### src/rtl/fifo_sync_ctrl.sv
// fifo_sync_ctrl
// ---------------------------------------------------------------------------
// Single-clock first-word-fall-through FIFO built around a registered-output
// dual-port RAM. The controller owns the write/read pointers, the count of
// words still sitting in the RAM, and the valid/ready flow control on both
// sides. The head word is prefetched into the RAM output register, so
// out_data is driven directly by that register.
//
// Parameters
//   DATA_WIDTH  width of each stored word
//   ADDR_WIDTH  RAM address width; capacity is 2^ADDR_WIDTH words
//
// Ports
//   clock      single clock for all logic and both RAM ports
//   reset      asynchronous, active-high reset
//   in_valid   upstream word present
//   in_ready   FIFO accepts a word this cycle (decoded from registers only)
//   in_data    upstream word
//   out_valid  out_data holds the head word
//   out_ready  downstream takes the head word this cycle
//   out_data   head word, straight from the RAM output register
//   level      words held (RAM plus head)
//
// Build option
//   FIFO_SYNC_CTRL_LEVEL_EN  when defined, level is a registered copy of the
//                            occupancy; when undefined, level is tied to 0.
//                            Flow control is identical in both builds.
// ---------------------------------------------------------------------------
module fifo_sync_ctrl #(
  parameter int DATA_WIDTH = 8,
  parameter int ADDR_WIDTH = 4
) (
  input  logic                  clock,
  input  logic                  reset,
  input  logic                  in_valid,
  output logic                  in_ready,
  input  logic [DATA_WIDTH-1:0] in_data,
  output logic                  out_valid,
  input  logic                  out_ready,
  output logic [DATA_WIDTH-1:0] out_data,
  output logic [ADDR_WIDTH:0]   level
);

  localparam int unsigned       DEPTH   = 1 << ADDR_WIDTH;
  localparam logic [ADDR_WIDTH:0] DEPTH_L = (ADDR_WIDTH+1)'(DEPTH);
  localparam logic [ADDR_WIDTH:0] ONE_L   = (ADDR_WIDTH+1)'(1);

  // Controller state
  logic [ADDR_WIDTH-1:0] wptr_reg;
  logic [ADDR_WIDTH-1:0] rptr_reg;
  logic [ADDR_WIDTH:0]   ram_count_reg;
  logic [ADDR_WIDTH:0]   ram_count_next;
  logic                  out_valid_reg;
  logic                  out_valid_next;
  logic [ADDR_WIDTH:0]   occupancy;

  // Handshake decode
  logic push;
  logic pop;
  logic fetch;

  // RAM storage and its registered read port (neither is reset)
  logic [DATA_WIDTH-1:0] mem [DEPTH];
  logic [DATA_WIDTH-1:0] rdata_reg;

  assign occupancy = ram_count_reg + {{ADDR_WIDTH{1'b0}}, out_valid_reg};

  // Ready depends on registers only, so a pop from full does not open the
  // input in the same cycle; there is no combinational ready path.
  assign in_ready = (occupancy < DEPTH_L);
  assign push     = in_valid & in_ready;
  assign pop      = out_valid_reg & out_ready;

  // The fetch test uses the pre-write count, so the word being written this
  // cycle can never be the one read: no read/write collision handling needed.
  assign fetch = (ram_count_reg != '0) & (~out_valid_reg | out_ready);

  always_comb begin
    ram_count_next = ram_count_reg;
    case ({push, fetch})
      2'b10:   ram_count_next = ram_count_reg + ONE_L;
      2'b01:   ram_count_next = ram_count_reg - ONE_L;
      default: ram_count_next = ram_count_reg;
    endcase
  end

  always_comb begin
    out_valid_next = out_valid_reg;
    if (fetch) begin
      out_valid_next = 1'b1;
    end else if (pop) begin
      out_valid_next = 1'b0;
    end
  end

  always_ff @(posedge clock or posedge reset) begin
    if (reset) begin
      wptr_reg      <= '0;
      rptr_reg      <= '0;
      ram_count_reg <= '0;
      out_valid_reg <= 1'b0;
    end else begin
      if (push) begin
        wptr_reg <= wptr_reg + 1'b1;
      end
      if (fetch) begin
        rptr_reg <= rptr_reg + 1'b1;
      end
      ram_count_reg <= ram_count_next;
      out_valid_reg <= out_valid_next;
    end
  end

  // RAM write port. Writes during reset are harmless: the pointers return to
  // zero, so anything stored is unreachable.
  always_ff @(posedge clock) begin
    if (push) begin
      mem[wptr_reg] <= in_data;
    end
  end

  // RAM read port: the output register doubles as the FIFO head register.
  always_ff @(posedge clock) begin
    if (fetch) begin
      rdata_reg <= mem[rptr_reg];
    end
  end

  assign out_valid = out_valid_reg;
  assign out_data  = rdata_reg;

`ifdef FIFO_SYNC_CTRL_LEVEL_EN
  logic [ADDR_WIDTH:0] level_reg;

  // Tracks the occupancy the other state registers will hold after this edge.
  always_ff @(posedge clock or posedge reset) begin
    if (reset) begin
      level_reg <= '0;
    end else begin
      level_reg <= ram_count_next + {{ADDR_WIDTH{1'b0}}, out_valid_next};
    end
  end

  assign level = level_reg;
`else
  assign level = '0;
`endif

endmodule

### config.mk
export PLATFORM = sky130hd
export DESIGN_NAME = fifo_sync_ctrl
export DESIGN_NICKNAME = d
export VERILOG_FILES = /design/src/rtl/fifo_sync_ctrl.sv
export SDC_FILE = /design/constraint.sdc
export NUM_CORES = 1
export LEC_CHECK = 0
export BUFFER_PORTS_ARGS = -buffer_cell sky130_fd_sc_hd__buf_2
export CAP_MARGIN = 20
export CORE_MARGIN = 8
export CORE_UTILIZATION = 50
export DETAILED_ROUTE_END_ITERATION = 6
export PLACE_DENSITY = 0.66
export SLEW_MARGIN = 40
export SYNTH_ARGS = -nofsm -noshare
export SYNTH_HDL_FRONTEND = slang
export SYNTH_SLANG_ARGS = --single-unit
export TNS_END_PERCENT = 1
### constraint.sdc
create_clock -name clock -period 3.67 [get_ports clock]
set_clock_uncertainty 0.05 [all_clocks]
set_input_delay 0 -clock clock [delete_from_list [all_inputs] [get_ports clock]]
set_output_delay 0 -clock clock [all_outputs]
set_load 0.05 [all_outputs]
# --- Yosys cells after proc, flatten, opt, wreduce, memory -nomap -nowiden ---
# Memory sizes are Yosys's and may differ from the RTL's. A register that Yosys moved wholly into a read port is not among the register bits.
# Cells that the tools add are included.
# W data, S select, Z words.
word_totals:
  ram_bits: 128
  output_inout_bits: 15
  elab_cells: 26
  inputBits: 12
  memories: 1
  regBits: 14
classes:
  n_reduce_logical: 3
  n_lt_le_gt_ge: 1
  muxes: 5
  bitwise: 5
  add_sub_neg: 5
  n_eq_ne: 2
mem_list:
  columns: ["memory", "depth", "width", "rd", "rd_ports_with_merged_regs", "wr", "line_no", "text"]
  rows:
  - ["mem", 16, 8, 1, 1, 1, "63", "logic [DATA_WIDTH-1:0] mem [DEPTH];"]
ops:
  columns: ["op", "count"]
  rows:
  - ["$pmux W5 S2", 1]
  - ["$add A4 B1 Y4 const B", 2]
  - ["$add A5 B1 Y5", 1]
  - ["$add A5 B1 Y5 const B", 1]
  - ["$lt A5 B5 Y1 const B", 1]
  - ["$reduce_bool A5 Y1", 1]
  - ["$sub A5 B1 Y5 const B", 1]
  - ["$mux W1", 4]
  - ["$reduce_bool A2 Y1", 2]
  - ["$and A1 B1 Y1", 3]
  - ["$eq A2 B1 Y1 const B", 1]
  - ["$eq A2 B2 Y1 const B", 1]
  - ["$not A1 Y1", 1]
  - ["$or A1 B1 Y1", 1]

# --- Longest topological paths before layout ---
# Gate-level depths: netlist of the first run.
logic_depth:
  word_depth: 5
  mapped_depth: 13
  ltp_nobuf: 11

# --- Worst setup path after synthesis of the first run ---
# Ideal clock, no wire load.
synth_path:
  path_kind: "register to register"
  from: "register out_valid_reg (netlist: out_valid)"
  to: "register ram_count_reg[4]"
  path_buffers: 1
  slack_ps: 566
  stages_incl_launch_ff: 11
  arrival_time_ps: 2930
  path_cell_list: "dfrtp_1 nor2b_1 a21oi_1 ha_1 clkbuf_1 xor2_1 ha_1 o21ai_0 a221oi_1 o21ai_0 xnor2_1"
synth_via:
  elab_chain_cells: 5
  word_cells_on_any_way: 10
  classes_between: "add/sub: 1; order compare: 1; eq/ne: 2; mux: 1; bitwise: 4; reduce/logical: 1"
synth_rtl:
  columns: ["item", "line_no", "text"]
  rows:
  - ["from (decl)", "53", "logic out_valid_reg;"]
  - ["from (signal assigned)", "110", "out_valid_reg <= out_valid_next;"]
  - ["$not A1 Y1 (*)", "76", "assign fetch = (ram_count_reg != '0) & (~out_valid_reg | out_ready);"]
  - ["$or A1 B1 Y1 (*)", "76", null]
  - ["$and A1 B1 Y1 (*)", "76", null]
  - ["named net fetch", "60", "logic fetch;"]
  - ["$eq A2 B1 Y1 or $eq A2 B2 Y1 (tied branches)", "80", "case ({push, fetch})"]
  - ["$pmux W5 S2 or $reduce_bool A2 Y1 (tied branches)", null, null]
  - ["to (signal assigned)", "109", "ram_count_reg <= ram_count_next;"]
  - ["to (decl)", "51", "logic [ADDR_WIDTH:0] ram_count_reg;"]
# Mark *: on every way through the listed nets, which the timed path passes. The rest lies on a longest branch.
# A chain may end at the register's enable or synchronous reset.

# --- Final worst setup path of the first run ---
layout_path:
  from: "register ram_count_reg[2]"
  to: "register ram_count_reg[4]"
layout_via:
  elab_chain_cells: 5
  word_cells_on_any_way: 11
  classes_between: "add/sub: 3; order compare: 1; eq/ne: 2; mux: 1; bitwise: 2; reduce/logical: 2"
layout_rtl:
  columns: ["item", "line_no", "text"]
  rows:
  - ["$add A5 B1 Y5", "66", "assign occupancy = ram_count_reg + {{ADDR_WIDTH{1'b0}}, out_valid_reg};"]
  - ["$lt A5 B5 Y1", "70", "assign in_ready = (occupancy < DEPTH_L);"]
  - ["$and A1 B1 Y1", "71", "assign push = in_valid & in_ready;"]
  - ["$eq A2 B1 Y1 or $eq A2 B2 Y1 (tied branches)", "80", null]
  - ["$pmux W5 S2 or $reduce_bool A2 Y1 (tied branches)", null, null]
# Parallel ways exist; a longest one is shown, timed or not.

==> results of run 1 <==
critical path, stage by stage, from the launching register on:
cell and delay (ns):
dfrtp_1 0.47, and4_4 0.28, a21oi_2 0.07, nor3b_1 0.39, inv_1 0.14, ha_1 0.34
xor2_1 0.18, ha_1 0.20, o21ai_0 0.09, a221oi_1 0.26, o21ai_0 0.15, xnor2_1 0.14
final timing paths:
check | start | endpoint | cells after the start
max | ram_count_reg[2] | ram_count_reg[4] | 11
min | reset | wptr_reg[1] | 3
max reg2reg | ram_count_reg[2] | ram_count_reg[4] | 11
min reg2reg | wptr_reg[2] | wptr_reg[2] | 1
max in group asynchronous | reset | rptr_reg[0] | 3
min in group clock | out_ready | out_valid | 4
power by group through the flow:
stage | combinational, mW | sequential (mW) | clock [mW]
3_5_place_dp | 1.71 | 2.36 | 0
4_1_cts | 1.72 | 2.33 | 1.64
2_1_floorplan | 1.30 | 2.40 | 0
3_3_place_gp | 1.69 | 2.35 | 0
5_1_grt | 1.86 | 2.36 | 1.71
6_report | 1.71 | 2.33 | 1.61
cell type report:
type,count,area share
flip-flops and latches,150,0.626
multi-input cells,150,0.223
clock buffers,19,0.0611
repair buffers,44,0.0448
well taps,147,0.0259
clock inverters,12,0.0159
inverters,7,0.00371
kinds of logic (layout without fill, tap and decap cells):
family          Yosys count  count (layout)  synth area share
xor+xnor                 12              12            0.0183
buf+inv                  31              82            0.0294
simple gates             64              64            0.0627
flops                   150             150             0.719
fa+ha+maj                 9               9            0.0183
mux                      34              34             0.121
other cells               1               5          0.000608
compound gates           26              26            0.0309
synth_stat cells, drive strengths merged:
| master | instances |
|---|---|
| nand4bb | 1 |
| a221o | 1 |
| a221oi | 1 |
| xnor2 | 7 |
| edfxtp | 136 |
| mux2 | 2 |
| nor3 | 17 |
| and4 | 1 |
| nor2b | 4 |
| or4 | 1 |
| nor3b | 3 |
| and3 | 1 |
| nand2b | 6 |
| a21o | 1 |
| ha | 9 |
| nand3 | 2 |
| nor2 | 5 |
| buf | 18 |
| xor2 | 5 |
| o22ai | 1 |
| a21oi | 3 |
| nand3b | 1 |
| nand2 | 17 |
| a22o | 1 |
| o21ai | 2 |
| nand4 | 3 |
| mux4 | 32 |
| clkbuf | 6 |
| inv | 7 |
| conb | 1 |
| and2 | 1 |
| dfrtp | 14 |
| a22oi | 16 |
| or2 | 1 |
repair_timing:
action / CTS / global route
endpoints found under the hold margin: 146 / 0
hold buffers: 11 / 0
resized for setup: 0 / 0
per-stage QoR:
step                      area (µm²)  instances  total power, mW
final                           7090        529             5.64
after global routing            7090        529             5.92
after CTS                       7070        529             5.69
after detailed placement        6420        487             4.07
after global placement          6420        487             4.04
after floorplan                 6180        331             3.70
layer usage:
metal / wire length, µm / global-route usage / share of wire
met1: 4570 / 0.187 / 0.41
met5: 0 / 0 / 0
met4: 191 / 0.0665 / 0.017
met2: 5560 / 0.229 / 0.50
met3: 845 / 0.0445 / 0.076
==> metrics.txt, run 1 <==
# TYPE chip_impl_metric gauge
chip_impl_info{name="ctsRootBufferMaster",value="clkbuf_16"} 1
chip_impl_metric{name="timing.critical_path.required",unit="ns"} 3.92
chip_impl_metric{name="power_density",unit="nW/µm²"} 796
chip_impl_metric{name="multiInputGateArea",unit="µm²"} 1580
chip_impl_info{name="run_status",value="complete, no violations"} 1
chip_impl_info{name="post-synth-top-area-cell",value="edfxtp_1"} 1
chip_impl_metric{name="numCtsBuffers",unit=""} 17
chip_impl_metric{name="postCtsSetupRepairBufs",unit=""} 0
chip_impl_metric{name="power.switching",unit="mW"} 1.81
chip_impl_metric{name="wl",unit="µm"} 11200
chip_impl_metric{name="first_global_vias",unit=""} 3055
chip_impl_info{name="synth.area.top_cells",value="edfxtp_1 (66%), mux4_2 (12%), dfrtp_1 (5.7%)"} 1
chip_impl_metric{name="grt_pass1_wl",unit="µm"} 17300
chip_impl_metric{name="worst_vdd_ir",unit="mV"} 0.392
chip_impl_metric{name="final-setup-viol-count",unit=""} 0
chip_impl_metric{name="final.fill_count",unit=""} 894
chip_impl_metric{name="synth_top_cell_area_share",unit=""} 0.662
chip_impl_metric{name="clk_path_buf_depth",unit=""} 2
chip_impl_metric{name="area_delta_synth_final",unit="%"} 15.0
chip_impl_metric{name="fin_tns_setup",unit="ns"} 0
chip_impl_metric{name="synth.distinct_cells",unit=""} 42
chip_impl_metric{name="seq_area_frac_synth",unit=""} 0.719
chip_impl_metric{name="worstSkewPairLatency",unit="ns"} 0.42
chip_impl_metric{name="worst_slew_margin_rel",unit=""} 0.453
chip_impl_metric{name="slew_violations",unit=""} 0
chip_impl_metric{name="cts-htree-levels",unit=""} 4
chip_impl_metric{name="gpl.final_weighted_congestion",unit=""} 0.794
chip_impl_metric{name="final-seq-area",unit="µm²"} 4440
chip_impl_metric{name="dpl.hpwl",unit="µm"} 7240
chip_impl_metric{name="numPortBuffers",unit=""} 21
chip_impl_info{name="tritoncts",value="done"} 1
chip_impl_metric{name="yosys_warnings",unit=""} 0
chip_impl_info{name="setup_crit_path_kind",value="reg2reg"} 1
chip_impl_metric{name="dp_worst_setup_slack",unit="ns"} 0.802
chip_impl_metric{name="min_period_over_period",unit=""} 0.782
chip_impl_metric{name="clock-sinks",unit=""} 150
chip_impl_metric{name="die_y",unit="µm"} 127
chip_impl_info{name="leading_cell_type_in_the_layout_fill_and_taps_excluded",value="edfxtp_1"} 1
chip_impl_metric{name="power.share.switching",unit=""} 0.322
chip_impl_metric{name="worst-path-max-fanout",unit=""} 8
chip_impl_metric{name="power.clock.fraction",unit=""} 0.285
chip_impl_info{name="final_cell_mix",value="edfxtp_1 (136), mux4_2 (32), buf_2 (21), nand2_1 (17), clkbuf_16 (17)"} 1
chip_impl_metric{name="drt_drc_violations_left",unit=""} 0
chip_impl_metric{name="largest_net_degree_at_the_start_of_global_routing",unit=""} 22
chip_impl_metric{name="fp-row-count",unit=""} 40
chip_impl_metric{name="initial_core_util",unit=""} 0.513
chip_impl_metric{name="timing.final.crit_period",unit="ns"} 2.87
chip_impl_metric{name="yosys_register_bits",unit=""} 150
chip_impl_info{name="rsz0062_at_grt",value="no"} 1
chip_impl_metric{name="die_w",unit="µm"} 127
chip_impl_metric{name="timing_hold_violations_final",unit=""} 0
chip_impl_info{name="cp-end-kind",value="register"} 1
chip_impl_metric{name="globalRouteTotalUtil",unit=""} 0.147
chip_impl_metric{name="die-area",unit="µm²"} 16100
chip_impl_metric{name="synth_area_per_cell",unit="µm²"} 18.9
chip_impl_metric{name="p_seq_frac",unit=""} 0.412
chip_impl_metric{name="post_drt_via_cell_ratio",unit=""} 5.67
chip_impl_info{name="worstHoldPathType",value="in2async"} 1
chip_impl_metric{name="largest_register_ffs",unit=""} 128
chip_impl_metric{name="syn-cell-area",unit="µm²"} 6160
chip_impl_metric{name="grt_overflow_total",unit=""} 0
chip_impl_metric{name="dr.pass1.iters",unit=""} 4
chip_impl_metric{name="worst_setup_hold_path_clk_slew",unit="ns"} 0.06
chip_impl_metric{name="maxCapViolations",unit=""} 0
chip_impl_metric{name="internal-power",unit="mW"} 3.83
chip_impl_metric{name="layout.nets",unit=""} 391
chip_impl_metric{name="antenna-diode-count",unit=""} 0
chip_impl_metric{name="route.antenna.remaining_nets",unit=""} 0
chip_impl_metric{name="final_critical_path_setup_slack",unit="ns"} 0.799
chip_impl_metric{name="post_route_cells_drive_above_1_share",unit=""} 0.283
chip_impl_metric{name="setup.reg_to_reg.worst_slack",unit="ns"} 0.80
chip_impl_metric{name="p_leak",unit="nW"} 2.42
chip_impl_metric{name="hold_ws",unit="ns"} 0.112
chip_impl_metric{name="utilization_after_layout",unit=""} 0.590
chip_impl_metric{name="fmax",unit="MHz"} 348
chip_impl_metric{name="first_iter_violations",unit=""} 288
chip_impl_metric{name="antenna_violations_before_repair",unit=""} 0
chip_impl_metric{name="critical_path_arrival",unit="ns"} 3.12
chip_impl_metric{name="power_frac_comb",unit=""} 0.303
chip_impl_metric{name="core",unit="µm²"} 12000
chip_impl_metric{name="worstMarginPinSlew",unit="ns"} 0.816
chip_impl_metric{name="routed-via-count",unit=""} 2998
chip_impl_metric{name="syn_inst",unit=""} 327
chip_impl_metric{name="floorplan.io_pins",unit=""} 27
chip_impl_info{name="critical_path.startpoint_type",value="register"} 1
chip_impl_metric{name="avgRoutedWirePerCell",unit="µm"} 21.1
(Power assumes the default switching activity.)
==> run 2: changes to the inputs <==
--- a/config.mk
+++ b/config.mk
@@ -5,12 +5,13 @@
 export SDC_FILE = /design/constraint.sdc
 export NUM_CORES = 1
 export LEC_CHECK = 0
+export ABC_AREA = 1
 export BUFFER_PORTS_ARGS = -buffer_cell sky130_fd_sc_hd__buf_2
 export CAP_MARGIN = 20
 export CORE_MARGIN = 8
 export CORE_UTILIZATION = 50
 export DETAILED_ROUTE_END_ITERATION = 6
-export PLACE_DENSITY = 0.66
+export PLACE_DENSITY = 0.68
 export SLEW_MARGIN = 40
 export SYNTH_ARGS = -nofsm -noshare
 export SYNTH_HDL_FRONTEND = slang
==> constraint.sdc (replaced) <==
create_clock -name clock -period 2.5 [get_ports clock]
set_clock_uncertainty 0.05 [all_clocks]
set_input_delay 0 -clock clock [delete_from_list [all_inputs] [get_ports clock]]
set_output_delay 0 -clock clock [all_outputs]
set_load 0.05 [all_outputs]
==> metrics.txt, run 2 <==
# TYPE chip_impl_metric gauge
chip_impl_metric{name="initial_core_util",unit=""} 0.510
chip_impl_metric{name="fmax",unit="MHz"} 451
chip_impl_metric{name="die_w",unit="µm"} 129
chip_impl_metric{name="min_period_over_period",unit=""} 0.887
chip_impl_metric{name="placed_area",unit="µm²"} 6770
chip_impl_metric{name="fin_tns_setup",unit="ns"} 0
chip_impl_metric{name="route.antenna.remaining_nets",unit=""} 0
chip_impl_metric{name="timing.final.crit_period",unit="ns"} 2.22
chip_impl_info{name="cp-end-kind",value="register"} 1
chip_impl_metric{name="grt_overflow_total",unit=""} 0
chip_impl_metric{name="worstMarginPinSlew",unit="ns"} 0.589
chip_impl_info{name="rsz0062_at_grt",value="no"} 1
chip_impl_metric{name="timing_hold_violations_final",unit=""} 0
chip_impl_metric{name="final_design_area_no_fill",unit="µm²"} 7520
chip_impl_info{name="worstHoldPathType",value="in2async"} 1
chip_impl_metric{name="maxCapViolations",unit=""} 0
chip_impl_metric{name="cts-htree-levels",unit=""} 4
chip_impl_metric{name="layout.nets",unit=""} 624
chip_impl_info{name="synth_flop_cell",value="edfxtp_1"} 1
chip_impl_info{name="ctsRootBufferMaster",value="clkbuf_16"} 1
chip_impl_metric{name="synth_fa_ha_area_frac",unit=""} 0.0175
chip_impl_metric{name="critical_path_arrival",unit="ns"} 2.49
chip_impl_metric{name="synth_compound_gate_area_share",unit=""} 0.0641
chip_impl_metric{name="gpl.final_weighted_congestion",unit=""} 0.848
chip_impl_metric{name="yosys_register_bits",unit=""} 150
chip_impl_metric{name="grt_pass1_wl",unit="µm"} 21900
chip_impl_info{name="critical_path.startpoint_type",value="register"} 1
chip_impl_info{name="final_cell_mix",value="edfxtp_1 (136), nor2_1 (91), nand2_1 (61), nand3_1 (56), inv_1 (45)"} 1
chip_impl_metric{name="first_global_vias",unit=""} 4094
chip_impl_metric{name="area_delta_synth_final",unit="%"} 16.8
chip_impl_info{name="main_combinational_cell_family_by_area_after_synthesis",value="simple AND/OR/NAND/NOR gates"} 1
chip_impl_metric{name="synthSimpleGateAreaFrac",unit=""} 0.155
chip_impl_metric{name="post_route_cells_drive_above_1_share",unit=""} 0.138
chip_impl_metric{name="post_drt_via_cell_ratio",unit=""} 5.34
chip_impl_info{name="setup_crit_path_kind",value="reg2reg"} 1
chip_impl_info{name="post-synth-top-area-cell",value="edfxtp_1"} 1
chip_impl_metric{name="worstSkewPairLatency",unit="ns"} 0.43
chip_impl_metric{name="worst-r2r-cell-count",unit=""} 15
chip_impl_metric{name="final.fill_count",unit=""} 1005
chip_impl_metric{name="worst_slew_margin_rel",unit=""} 0.607
chip_impl_metric{name="largest_net_degree_at_the_start_of_global_routing",unit=""} 88
chip_impl_metric{name="wl",unit="µm"} 13800
chip_impl_metric{name="syn-cell-area",unit="µm²"} 6440
chip_impl_metric{name="timing.critical_path.required",unit="ns"} 2.77
chip_impl_metric{name="yosys_warnings",unit=""} 0
chip_impl_metric{name="final-setup-viol-count",unit=""} 0
chip_impl_metric{name="seq_area_frac_synth",unit=""} 0.689
chip_impl_info{name="synth.top_cells.by_count",value="edfxtp_1 (136), nor2_1 (91), nand2_1 (62)"} 1
chip_impl_info{name="tritoncts",value="done"} 1
chip_impl_metric{name="finish.cell_count_without_fillers",unit=""} 788
chip_impl_metric{name="synth-xor-area-share",unit=""} 0.0109
chip_impl_metric{name="routed-via-count",unit=""} 4209
chip_impl_metric{name="avgRoutedWirePerCell",unit="µm"} 17.5
chip_impl_metric{name="die-area",unit="µm²"} 16800
chip_impl_metric{name="antenna-diode-count",unit=""} 0
chip_impl_metric{name="numPortBuffers",unit=""} 21
chip_impl_metric{name="drt_drc_violations_left",unit=""} 0
chip_impl_metric{name="postSynth.asyncResetShare",unit=""} 0.0933
chip_impl_metric{name="dpl.hpwl",unit="µm"} 8430
chip_impl_metric{name="dp_worst_setup_slack",unit="ns"} 0.296
chip_impl_metric{name="fp-row-count",unit=""} 41
chip_impl_metric{name="core",unit="µm²"} 12600
chip_impl_metric{name="clk_path_buf_depth",unit=""} 2
chip_impl_metric{name="clock-sinks",unit=""} 150
chip_impl_metric{name="syn_inst",unit=""} 556
chip_impl_metric{name="power_density",unit="nW/µm²"} 1230
chip_impl_metric{name="worst-path-max-fanout",unit=""} 5
chip_impl_metric{name="worst_vdd_ir",unit="mV"} 0.645
chip_impl_metric{name="synth_enable_flop_cells",unit=""} 136
chip_impl_metric{name="postCtsSetupRepairBufs",unit=""} 0
chip_impl_metric{name="antenna_violations_before_repair",unit=""} 0
chip_impl_metric{name="slew_violations",unit=""} 0
chip_impl_info{name="leading_cell_type_in_the_layout_fill_and_taps_excluded",value="edfxtp_1"} 1
chip_impl_metric{name="floorplan.io_pins",unit=""} 27
chip_impl_metric{name="utilization_after_layout",unit=""} 0.596
chip_impl_info{name="synthMostInstantiatedCell",value="edfxtp_1"} 1
chip_impl_metric{name="synth_area_per_cell",unit="µm²"} 11.6
chip_impl_metric{name="synth_top_cell_area_share",unit=""} 0.634
chip_impl_info{name="run_status",value="complete, no violations"} 1
chip_impl_metric{name="dr.pass1.iters",unit=""} 5
chip_impl_metric{name="globalRouteTotalUtil",unit=""} 0.175
chip_impl_metric{name="final_critical_path_setup_slack",unit="ns"} 0.281
chip_impl_metric{name="p_leak",unit="nW"} 2.86
chip_impl_metric{name="synthMuxAreaShare",unit=""} 0
chip_impl_info{name="synth.area.top_cells",value="edfxtp_1 (63%), dfrtp_1 (5.4%), nor2_1 (5.3%)"} 1
chip_impl_metric{name="synth.distinct_cells",unit=""} 29
chip_impl_metric{name="first_iter_violations",unit=""} 536
chip_impl_metric{name="numCtsBuffers",unit=""} 17
chip_impl_metric{name="placed_cells_incl_taps",unit=""} 745
chip_impl_metric{name="die_y",unit="µm"} 129
chip_impl_metric{name="worst_setup_hold_path_clk_slew",unit="ns"} 0.06
chip_impl_metric{name="largest_register_ffs",unit=""} 128
-- run 2: changes by cell type in the layout (fill, tap and decap cells not counted), moves of 32 or more --
cell and delta:
o21ai_0 +37, nand2_1 +44, mux4_2 -32, inv_1 +38, nand3_1 +54, nor2_1 +86
-- run 2: what timing repair did --
action                                  CTS  global route
gates resized for setup                   0             1
endpoints found under the setup margin    0             1
hold buffers                             11             0
endpoints found under the hold margin   145             0
-- run 2: final timing paths --
path | from | to | slack (ns)
max | ram_count_reg[0] | ram_count_reg[4] | 0.28
min | reset | wptr_reg[0] | 0.12
max reg2reg | ram_count_reg[0] | ram_count_reg[4] | 0.28
min reg2reg | wptr_reg[3] | wptr_reg[3] | 0.51
min in group clock | out_ready | out_valid | 0.38
max in group asynchronous | reset | rptr_reg[0] | 1.86
-- run 2: power by group --
part | total, mW | internal, mW | switching (mW)
clock network | 2.74 | 1.76 | 0.981
registers | 3.30 | 3.11 | 0.195
logic | 3.21 | 1.00 | 2.21
-- run 2: area by class of cell --
cell class                      instances  area (µm²)  area share
Clock inverter                         14         206      0.0275
Sequential cell                       150        4440       0.590
Timing Repair Buffer                   57         428      0.0569
Clock buffer                           18         429      0.0571
Inverter                               49         184      0.0245
Multi-Input combinational cell        328        1620       0.215
Tap cell                              172         215      0.0286
-- run 2: per-stage QoR --
step	hold WS, ns	total power, mW
after floorplan	-0.161	5.73
after global placement	0.0356	6.40
after detailed placement	0.0336	6.52
after CTS	0.142	9.27
after global routing	0.201	9.76
final	0.120	9.25
-- run 2: worst max-delay path, cell delays in order (launching register included) --
cell and delay, ns:
dfrtp_1 0.42, nand2_1 0.08, inv_1 0.09, nand4_1 0.19, nand3_4 0.14, ha_1 0.26, nor2_1 0.07, nor2_1 0.17
ha_1 0.16, inv_1 0.03, nand2_1 0.10, nand3_1 0.12, nand2_1 0.08, nand2_1 0.04, nand3_1 0.06, nand2_1 0.05
-- run 2: per-layer routing --
metal,wire length [µm],share of wire,GRT usage
met5,0,0,0
met4,366,0.027,0.0820
met3,810,0.059,0.0419
met2,6930,0.50,0.294
met1,5670,0.41,0.209
-- run 2: cell families after synthesis --
family / after synthesis
adders and majority gates: 9
DFF: 150
buffers and inverters: 82
other: 1
xor gates and xnor gates: 8
AOI/OAI and AO/OA: 73
and+or+nand+nor: 233
